==> config.mk <==
export PLATFORM = sky130hd
export DESIGN_NAME = spi_master_mc
export DESIGN_NICKNAME = d
export VERILOG_FILES = /design/src/rtl/spi_master_mc.sv
export SDC_FILE = /design/constraint.sdc
export NUM_CORES = 1
export LEC_CHECK = 0
export BUFFER_PORTS_ARGS = -buffer_cell sky130_fd_sc_hd__buf_2
export CORE_MARGIN = 2
export CORE_UTILIZATION = 40
export DETAILED_ROUTE_END_ITERATION = 8
export GPL_TIMING_DRIVEN = 0
export SLEW_MARGIN = 20
export SYNTH_ARGS = -nofsm -noshare
export SYNTH_HDL_FRONTEND = slang
export SYNTH_SLANG_ARGS = --single-unit
==> constraint.sdc <==
create_clock -name i_sys_clk -period 4.24 [get_ports i_sys_clk]
set_input_delay 0.212 -clock i_sys_clk [delete_from_list [all_inputs] [get_ports i_sys_clk]]
set_output_delay 0.212 -clock i_sys_clk [all_outputs]
set_load 0.02 [all_outputs]
==> src/rtl/spi_master_mc.sv <==
// spi_master_mc: multi-slave SPI master with run-time CPOL/CPHA/bit order,
// programmable SCK divider and a TX FIFO feeding back-to-back frames.
module spi_master_mc #(
  parameter int DATA_W    = 8,
  parameter int NUM_SS    = 4,
  parameter int DIV_W     = 8,
  parameter int TXF_DEPTH = 4
) (
  input  logic                      i_sys_clk,
  input  logic                      i_sys_rst,
  input  logic [DATA_W-1:0]         i_tx_data,
  input  logic                      i_tx_push,
  output logic                      o_tx_full,
  input  logic                      i_trans_en,
  input  logic                      i_cpol,
  input  logic                      i_cpha,
  input  logic                      i_lsb_first,
  input  logic [DIV_W-1:0]          i_clk_div,
  input  logic [$clog2(NUM_SS)-1:0] i_ss_sel,
  output logic [DATA_W-1:0]         o_rx_data,
  output logic                      o_rx_valid,
  input  logic                      i_rx_pop,
  output logic                      o_interrupt,
  input  logic                      i_irq_clr,
  output logic                      o_rx_ovf,
  output logic                      o_busy,
  output logic                      o_sck,
  output logic                      o_mosi,
  input  logic                      i_miso,
  output logic [NUM_SS-1:0]         o_ss_n
);
  localparam int AW   = $clog2(TXF_DEPTH);
  localparam int SS_W = $clog2(NUM_SS);
  localparam int EW   = $clog2(2 * DATA_W);
  localparam logic [EW-1:0] LAST = EW'(2 * DATA_W - 1);

  typedef enum logic [2:0] {IDLE, SETUP, XFER, HOLD, DESEL} state_t;
  state_t r_state, w_nxt;

  logic [DATA_W-1:0] r_mem [TXF_DEPTH];
  logic [AW:0]       r_wptr, r_rptr;
  logic [DATA_W-1:0] r_tx, r_rx, r_rx_data;
  logic [DIV_W-1:0]  r_cnt, r_div;
  logic [EW-1:0]     r_edge;
  logic [SS_W-1:0]   r_ss;
  logic r_cpha, r_lsb, r_sck, r_mosi, r_miso_q, r_rx_valid, r_ovf, r_irq;
  logic w_empty, w_push, w_pop, w_done, w_half, w_edge, w_sample, w_shift, w_out, w_act;

  assign w_empty   = r_wptr == r_rptr;
  assign o_tx_full = (r_wptr[AW] != r_rptr[AW]) && (r_wptr[AW-1:0] == r_rptr[AW-1:0]);
  assign w_push    = i_tx_push && !o_tx_full;

  always_ff @(posedge i_sys_clk)
    if (w_push) r_mem[r_wptr[AW-1:0]] <= i_tx_data;

  always_ff @(posedge i_sys_clk or negedge i_sys_rst)
    if (!i_sys_rst) begin
      r_wptr <= '0;
      r_rptr <= '0;
    end else begin
      r_wptr <= r_wptr + (AW+1)'(w_push);
      r_rptr <= r_rptr + (AW+1)'(w_pop);
    end

  assign w_half   = r_cnt == r_div;
  assign w_edge   = (r_state == XFER) && w_half;
  // even edge index = leading edge; CPHA selects which parity samples
  assign w_sample = w_edge && (r_edge[0] == r_cpha);
  assign w_shift  = (w_edge && (r_edge[0] != r_cpha)) || (r_state == SETUP && r_cnt == '0 && !r_cpha);
  assign w_out    = r_lsb ? r_tx[0] : r_tx[DATA_W-1];
  assign w_act    = r_state inside {SETUP, XFER, HOLD};

  always_ff @(posedge i_sys_clk or negedge i_sys_rst)
    if (!i_sys_rst) r_state <= IDLE;
    else            r_state <= w_nxt;

  always_comb begin
    w_nxt  = r_state;
    w_pop  = 1'b0;
    w_done = 1'b0;
    case (r_state)
      IDLE:  if (i_trans_en && !w_empty) begin
               w_pop = 1'b1;
               w_nxt = SETUP;
             end
      SETUP: w_nxt = w_half ? XFER : SETUP;
      XFER:  w_nxt = (w_half && r_edge == LAST) ? HOLD : XFER;
      HOLD:  if (w_half) begin
               w_done = 1'b1;
               w_pop  = i_trans_en && !w_empty;
               w_nxt  = !w_pop ? IDLE : (i_ss_sel == r_ss) ? SETUP : DESEL;
             end
      DESEL: w_nxt = w_half ? SETUP : DESEL;
      default: w_nxt = IDLE;
    endcase
  end

  always_ff @(posedge i_sys_clk or negedge i_sys_rst)
    if (!i_sys_rst) begin
      r_tx       <= '0;
      r_rx       <= '0;
      r_rx_data  <= '0;
      r_cnt      <= '0;
      r_div      <= '0;
      r_edge     <= '0;
      r_ss       <= '0;
      r_cpha     <= 1'b0;
      r_lsb      <= 1'b0;
      r_sck      <= 1'b0;
      r_mosi     <= 1'b0;
      r_miso_q   <= 1'b0;
      r_rx_valid <= 1'b0;
      r_ovf      <= 1'b0;
      r_irq      <= 1'b0;
    end else begin
      r_miso_q <= i_miso;
      r_cnt    <= (r_state == IDLE || w_half) ? '0 : r_cnt + 1'b1;
      r_edge   <= (r_state != XFER) ? '0 : r_edge + EW'(w_half);
      if (w_pop) begin
        r_tx   <= r_mem[r_rptr[AW-1:0]];
        r_cpha <= i_cpha;
        r_lsb  <= i_lsb_first;
        r_div  <= i_clk_div;
        r_ss   <= i_ss_sel;
        r_sck  <= i_cpol;
      end else begin
        if (w_shift) begin
          r_mosi <= w_out;
          r_tx   <= r_lsb ? r_tx >> 1 : r_tx << 1;
        end
        if (w_edge) r_sck <= ~r_sck;
      end
      if (w_sample) r_rx <= r_lsb ? {r_miso_q, r_rx[DATA_W-1:1]} : {r_rx[DATA_W-2:0], r_miso_q};
      if (w_done) r_rx_data <= r_rx;
      r_rx_valid <= w_done || (r_rx_valid && !i_rx_pop);
      r_ovf      <= (w_done && r_rx_valid && !i_rx_pop) || (r_ovf && !i_irq_clr);
      r_irq      <= w_done || (r_irq && !i_irq_clr);
    end

  for (genvar s = 0; s < NUM_SS; s++) begin : g_ss
    assign o_ss_n[s] = !(w_act && r_ss == SS_W'(s));
  end

  assign o_sck       = (r_state == IDLE) ? i_cpol : r_sck;
  assign o_mosi      = r_mosi;
  assign o_busy      = r_state != IDLE;
  assign o_rx_data   = r_rx_data;
  assign o_rx_valid  = r_rx_valid;
  assign o_rx_ovf    = r_ovf;
  assign o_interrupt = r_irq;
endmodule
==> metrics.md, run 1 <==
| Metric | Value |
|---|---|
| Critical Path Max Stage Delay | `0.53 ns` |
| Drt initial violations | `127` |
| Chip width | `107 µm` |
| Main synth FF type | `dfrtp_1` |
| Actual slew at the worst max-slew pin | `0.770 ns` |
| Final setup margin | `1.61 ns` |
| Yosys cell types | `47` |
| Reg clk slew, reported paths | `0.09 ns` |
| DRT Pass-1 Iters | `4` |
| Root Driver | `clkbuf_8` |
| Element type at the critical path start | `flop` |
| Die area | `11400 µm²` |
| Std-Cell Rows | `37` |
| Asr flop ratio synth | `66.3%` |
| Hold path startpoint | `i_irq_clr` |
| CP required | `4.53 ns` |
| Hold WC Path Type | `in2reg` |
| Gr usage total | `14.6%` |
| Crit Reg-Reg Endpoint | `r_rptr[2]$_DFF_PN0_` |
| Remaining DRCs | `0` |
| GPL Wtd Cong | `0.813` |
| Worst Hold Depth | `2` |
| Drt total wl | `7390 µm` |
| PwrDens | `618 nW/µm²` |
| Num ports | `47` |
| Final setup violation count | `0` |
| Vias in the first global route | `2554` |
| Post-CTS Setup Repair Bufs | `0` |
| TritonCTS clock tree | `yes` |
| End-of-flow core utilization | `47.5%` |
| Final Cycle Share | `62.1%` |
| Setup tns final | `0 ns` |
| Final Max Slew Viols | `0` |
| Post-route minimum period | `2.63 ns` |
| Fin cells | `509` |
| Vias per cell | `4.89` |
| GRT Residual Overflow | `0` |
| First-pass GRT wire length | `12800 µm` |
| Routed len/inst | `14.5 µm` |
| DRT antenna net count | `0` |
| Placed Cells | `491` |
| #FFs+latches synth | `95` |
| Placed cell area | `4670 µm²` |
| Post-route design area | `4880 µm²` |
| Post-synthesis sequential area ratio | `59.9%` |
| Final Skew | `0.0100 ns` |
| Synth-to-Final Area Change | `15.3%` |
| Flop2flop setup slack | `1.61 ns` |
| Die Span Y | `107 µm` |
| Syn nets | `344` |
| CP Max Fanout | `10` |
| EDFF count, synth | `32` |
| WHS | `0.0387 ns` |
| Leakage power | `2.21 nW` |
| Post-Syn Area | `4230 µm²` |
| Hold EP | `o_rx_ovf$_DFF_PN0_` |
| CTS sink cnt | `95` |
| Peak VDD IR | `441 µV` |
| Num CTS Buffers | `9` |
| Fmax | `0.380 GHz` |
| RSZ-0062 raised after global routing | `false` |
| Worst r2r src | `r_cnt[1]$_DFF_PN0_` |
| Nets | `404` |
| Cells along the critical path | `xor2_1 -> nor4_1 -> nand4_1 -> a211oi_4 -> buf_6 -> ha_1 -> ha_1 -> xor2_1` |
| Pin count of the biggest net entering global routing | `41` |
| WP data arrival | `2.92 ns` |
| Outcome | `completed` |
| Core Area | `10300 µm²` |
| Cells on worst reg2reg path | `8` |
| Count of buffers from port buffering | `46` |
| Post-Syn Area per Cell | `13.7 µm²` |
| # fillers | `947` |
| Via count | `2488` |
| Worst skew pair latency | `0.37 ns` |
| Clk buf depth | `2` |
| Setup crit end kind | `flop` |
| Max Cap Viol | `0` |
| Diode count | `0` |
| Final hold vios | `0` |
| Share of post-route cells with drive strength above 1 | `28.7%` |
| Placement Setup Slack | `1.62 ns` |
| Slew headroom | `48.5%` |
| Post-synthesis cell count | `308` |
| Tot Pwr | `3.02 mW` |
| Setup Crit Path Kind | `reg2reg` |
| Post-detail-place hpwl | `5270 µm` |
| Initial core utilization | `41.2%` |
| Slowest library cell on the worst path | `a211oi_4` |
| Initial antenna violation count | `0` |
| H-tree depth | `3` |
| Syn. warnings | `0` |
[cell families after synthesis]
family          Yosys count  share of synthesized area (%)
flops                    95                           59.9
mux                      43                           14.2
simple gates             77                           8.93
fa+ha+maj                 8                           2.36
buf+inv                  23                           2.69
compound gates           36                           6.44
xor+xnor                 26                           5.38
[state kept, by name, indices dropped and copies added (netlist names), 2 cells and up]
register	count
r_mem	32
o_rx_data	8
r_cnt	8
r_div	8
r_rx	8
r_tx	8
r_edge	4
r_rptr	3
r_state	3
r_wptr	3
r_ss	2
[cells in the final DEF, fill, tap and decap left out, types with 2 or more instances in the layout]
| cell | synthesis | layout |
|---|---|---|
| ha_1 | 8 | 8 |
| buf_2 | 4 | 49 |
| mux2i_1 | 10 | 10 |
| clkbuf_8 | 0 | 9 |
| o21ai_0 | 12 | 12 |
| mux4_2 | 8 | 8 |
| nand3_1 | 9 | 9 |
| dlygate4sd3_1 | 0 | 2 |
| inv_1 | 10 | 10 |
| a22o_1 | 5 | 5 |
| and2_1 | 4 | 4 |
| o21ai_1 | 2 | 2 |
| mux2_4 | 11 | 11 |
| clkinv_2 | 0 | 2 |
| nand2_1 | 23 | 23 |
| inv_6 | 0 | 2 |
| dfrtp_1 | 63 | 63 |
| mux2_1 | 6 | 6 |
| buf_4 | 1 | 2 |
| nand2b_1 | 2 | 2 |
| and3_1 | 3 | 3 |
| nor2_1 | 20 | 20 |
| xnor2_1 | 3 | 3 |
| mux2_2 | 8 | 8 |
| nor4_1 | 2 | 2 |
| xor2_1 | 23 | 23 |
| edfxtp_1 | 32 | 32 |
| clkbuf_1 | 6 | 6 |
| a21o_1 | 8 | 8 |
| nand4_1 | 2 | 2 |
[synth_stat cells (all sizes together) (2+ instances only)]
library cell | n | area [µm²]
nand4 | 2 | 12.5
inv | 10 | 37.5
buf | 7 | 53.8
xor2 | 23 | 201
and3 | 3 | 18.8
clkbuf | 6 | 22.5
nand2 | 23 | 86.3
mux4 | 8 | 180
xnor2 | 3 | 26.3
and2 | 4 | 25.0
o21ai | 14 | 70.1
ha | 8 | 100
nor3b | 2 | 15.0
mux2 | 25 | 323
dfrtp | 63 | 1580
edfxtp | 32 | 961
nand2b | 2 | 12.5
a22o | 6 | 61.3
nor4 | 3 | 25.0
a21o | 8 | 60.1
mux2i | 10 | 100
nor2 | 21 | 81.3
nor3 | 2 | 10.0
nand3 | 9 | 45.0
[power breakdown]
| part | internal [mW] | switching, mW |
|---|---|---|
| clock network | 0.274 | 0.316 |
| registers | 1.20 | 0.177 |
| logic | 0.512 | 0.540 |
| total | 1.98 | 1.03 |
[critical path: cells and delay by family, from the launching register on]
kind | cells | cell delay (ns)
compound gates | 1 | 0.53
xor+xnor | 2 | 0.34
fa+ha+maj | 2 | 0.32
buf+inv | 1 | 0.23
flops | 1 | 0.45
simple gates | 2 | 0.68
[layer usage]
metal	global-route usage (%)	wire length, µm	part of all wire (%)	up-vias
met5	0	0	0	-
met4	5.29	116	1.6	0
met3	4.26	345	4.7	10
met2	23.6	3530	48	60
met1	18.8	3390	46	1197
li1	-	-	-	1221
[how the worst max path moves through the flow]
| stage | slack [ns] | depth (start not counted) | to | startpoint |
|---|---|---|---|---|
| global placement | 1.62 | 8 | r_rptr[2]$_DFF_PN0_ | r_cnt[1]$_DFF_PN0_ |
| global route | 1.42 | 8 | r_rptr[2]$_DFF_PN0_ | r_cnt[1]$_DFF_PN0_ |
| floorplan | 2.07 | 8 | r_rptr[2]$_DFF_PN0_ | r_cnt[1]$_DFF_PN0_ |
| detailed placement | 1.62 | 8 | r_rptr[2]$_DFF_PN0_ | r_cnt[1]$_DFF_PN0_ |
| CTS | 1.57 | 8 | r_rptr[2]$_DFF_PN0_ | r_cnt[1]$_DFF_PN0_ |
| finish | 1.61 | 8 | r_rptr[2]$_DFF_PN0_ | r_cnt[1]$_DFF_PN0_ |
[what timing repair did]
item	CTS	global route
hold buffers	2	0
hold endpoints to repair	24	0
resized for setup	0	0
[layout make-up]
class                      instances  area, µm²  share of cell area (%)
clock buffer                       9        124                    2.54
timing repair buffer              49        273                    5.59
sequential                        95       2540                    52.0
multi-input combinational        190       1590                    32.6
tap                              136        170                    3.49
inverter                          10       37.5                   0.769
buffer                            13       76.3                    1.56
clock inverter                     7       71.3                    1.46
No activity file was read; power rests on OpenSTA's default activity.
==> run 2, diff against run 1 <==
==> constraint.sdc (replaced) <==
create_clock -name i_sys_clk -period 2.47 [get_ports i_sys_clk]
set_input_delay 0.1235 -clock i_sys_clk [delete_from_list [all_inputs] [get_ports i_sys_clk]]
set_output_delay 0.1235 -clock i_sys_clk [all_outputs]
set_load 0.02 [all_outputs]
==> run 2 against run 1 <==
  * Critical path depth is 1 lower
  * First-iteration DRC count shrank 3.1%
  * Sequential share of layout area shrank 2.5 points
  * Non-clock buffer count up 23
  * Fmax up 15%
  * Cell count grew 4.5%
  * Largest cell class unchanged
  * Clock power increased by 71%
  * Sequential cell count unchanged
  * Die area is the same
  * Clock-buffer cell count unchanged
  * Via count grew 4.5%
  * Combinational power rose by 80%
==> metrics.md, run 2 (synthesized netlist as in run 1, its figures left out) <==
| Metric | Value |
|---|---|
| Outcome | `completed` |
| Most frequent cells in the layout | `63 x dfrtp_1, 49 x buf_2, 32 x edfxtp_1` |
| GRT Residual Overflow | `0 (unchanged)` |
| Initial antenna violation count | `0 (unchanged)` |
| CP delay by family, top | `simple AND/OR/NAND/NOR gates` |
| H-tree depth | `3 (unchanged)` |
| Die Span Y | `107 µm (unchanged)` |
| Fmax | `0.437 GHz (+15%)` |
| Core Area | `10300 µm² (unchanged)` |
| Final hold vios | `0 (unchanged)` |
| Flop2flop setup slack | `0.18 ns (-1.43 ns)` |
| Worst r2r src | `r_cnt[2]$_DFF_PN0_` |
| Via count | `2599 (+4.5%)` |
| Gr usage total | `15.0% (+0.36 points)` |
| Reg clk slew, reported paths | `0.09 ns (about the same)` |
| Worst Hold Depth | `2 (unchanged)` |
| Diode count | `0 (unchanged)` |
| Cells along the critical path | `xor2_1 -> nor4_2 -> nand4_1 -> a211oi_4 -> buf_4 -> buf_8 -> mux2_4` |
| Peak VDD IR | `799 µV (+81%)` |
| First-pass GRT wire length | `13100 µm (+2.6%)` |
| RSZ-0062 raised after global routing | `false` |
| Element type at the critical path start | `flop` |
| Seq pwr share | `44.9% (-0.7 points)` |
| Setup crit end kind | `flop` |
| Setup Crit Path Kind | `reg2reg` |
| Psw | `1.81 mW (+75%)` |
| Largest register FFs | `32 (unchanged)` |
| Synth-to-Final Area Change | `21.0%` |
| WP data arrival | `2.54 ns (-0.38 ns)` |
| Drt initial violations | `123 (-3.1%)` |
| Actual slew at the worst max-slew pin | `0.728 ns (-0.0422 ns)` |
| Num ports | `47 (unchanged)` |
| Crit Reg-Reg Endpoint | `r_div[3]$_DFFE_PN0N_` |
| Hold path startpoint | `i_ss_sel[1]` |
| Placement Setup Slack | `-0.153 ns (-1.77 ns)` |
| Worst skew pair latency | `0.36 ns (about the same)` |
| Root Driver | `clkbuf_8` |
| Routed len/inst | `14.3 µm (-1.2%)` |
| Slowest library cell on the worst path | `dfrtp_1` |
| Vias in the first global route | `2632 (+3.1%)` |
| Placed Cells | `491 (unchanged)` |
| DRT antenna net count | `0 (unchanged)` |
| Clk pwr share | `19.2% (-0.4 points)` |
| Drt total wl | `7630 µm (+3.3%)` |
| WHS | `0.0313 ns (-0.00739 ns)` |
| Final Max Slew Viols | `0 (unchanged)` |
| GPL Wtd Cong | `0.813 (unchanged)` |
| PwrDens | `1030 nW/µm² (+66%)` |
| Hold EP | `r_ss[1]$_DFFE_PN0N_` |
| Comb pwr share | `35.9% (+1.0 points)` |
| DRT Pass-1 Iters | `6 (+2)` |
| CP Max Fanout | `10 (unchanged)` |
| TritonCTS clock tree | `yes` |
| Chip width | `107 µm (unchanged)` |
| Remaining DRCs | `0 (unchanged)` |
| Sw frac | `34.4% (+0.21 points)` |
| Setup tns final | `0 ns (unchanged)` |
| Max Cap Viol | `0 (unchanged)` |
| Post-route minimum period | `2.29 ns (-0.342 ns)` |
| Post-detail-place hpwl | `5270 µm (unchanged)` |
| Initial core utilization | `41.2% (unchanged)` |
| Num CTS Buffers | `9 (unchanged)` |
| Final Cycle Share | `92.7% (+31 points)` |
| Power Internal | `3.45 mW (+74%)` |
| Final setup violation count | `0 (unchanged)` |
| # fillers | `937 (-1.1%)` |
| Std-Cell Rows | `37 (unchanged)` |
| Worst Path Buf+Inv | `2 (+1)` |
| Commonest non-fill, non-tap cell in the layout | `dfrtp_1` |
| CTS sink cnt | `95 (unchanged)` |
| Slew headroom | `51.3% (+2.8 points)` |
| Pin count of the biggest net entering global routing | `41 (unchanged)` |
| Final setup margin | `0.181 ns (-1.43 ns)` |
| Fin cells | `532 (+4.5%)` |
| Share of post-route cells with drive strength above 1 | `28.0% (-0.66 points)` |
| Count of buffers from port buffering | `46 (unchanged)` |
| Clk buf depth | `2 (unchanged)` |
| Final Skew | `0.00888 ns (-0.00114 ns)` |
| CP required | `2.72 ns (-1.81 ns)` |
| Nets | `427 (+5.7%)` |
| End-of-flow core utilization | `49.9% (+2.4 points)` |
| Critical Path Max Stage Delay | `0.47 ns (-0.06 ns)` |
| Vias per cell | `4.89 (about the same)` |
| Hold WC Path Type | `in2reg` |
| Cells on worst reg2reg path | `7 (-1)` |
| Leakage power | `2.30 nW (+4.5%)` |
| Die area | `11400 µm² (unchanged)` |
run 2: layer usage:
metal	up-vias	GRT usage [%]	part of all wire, %
li1	1265	-	-
met1	1261	19.0	46
met2	64	24.6	48
met3	9	4.26	4.9
met4	0	5.29	1.4
met5	-	0	0
run 2: cell type report:
cell class / count / area, µm² / share of cell area [%]
plain buffers: 13 / 76.3 / 1.49
multi-input cells: 190 / 1610 / 31.4
flip-flops and latches: 95 / 2540 / 49.5
inverters: 10 / 37.5 / 0.733
clock inverters: 7 / 71.3 / 1.39
repair buffers: 72 / 498 / 9.72
well taps: 136 / 170 / 3.32
clock buffers: 9 / 124 / 2.42
run 2: through the flow:
step           total power, mW  area, µm²
2_1_floorplan             3.74       4230
3_3_place_gp              4.16       4630
3_5_place_dp              4.22       4670
4_1_cts                   5.31       5110
5_1_grt                   5.64       5120
6_report                  5.26       5120
run 2: worst max path at each step:
stage / slack, ns / startpoint / to / cells past startpoint
after floorplan: 0.30 / r_cnt[1]$_DFF_PN0_ / r_rptr[2]$_DFF_PN0_ / 8
after global placement: -0.15 / r_cnt[1]$_DFF_PN0_ / r_rptr[2]$_DFF_PN0_ / 8
after detailed placement: -0.15 / r_cnt[1]$_DFF_PN0_ / r_rptr[2]$_DFF_PN0_ / 8
after CTS: 0.07 / r_cnt[1]$_DFF_PN0_ / r_rptr[2]$_DFF_PN0_ / 8
after global routing: 0.02 / r_rptr[0]$_DFF_PN0_ / r_mem[2][7]$_DFFE_PP_ / 6
final: 0.18 / r_cnt[2]$_DFF_PN0_ / r_div[3]$_DFFE_PN0N_ / 7
run 2: worst reg2reg max path, delay by kind of cell, from the launching register on:
family | cells | cell delay (ns)
mux | 1 | 0.32
flops | 1 | 0.47
compound gates | 1 | 0.30
buf+inv | 2 | 0.34
simple gates | 2 | 0.56
xor+xnor | 1 | 0.20
run 2: what timing repair did:
item                                   CTS  global route
setup buffers                            2             0
gates resized for setup                  0             3
endpoints found under the hold margin  110             0
pin swaps                                1             0
hold buffers                            23             0
setup endpoints to repair               13            27
run 2: power groups by stage:
stage	Clock, mW	Combinational, mW	Sequential (mW)
CTS	1.06	1.88	2.36
global placement	0	1.79	2.38
global route	1.12	2.10	2.42
finish	1.01	1.89	2.36
floorplan	0	1.43	2.32
detailed placement	0	1.83	2.40
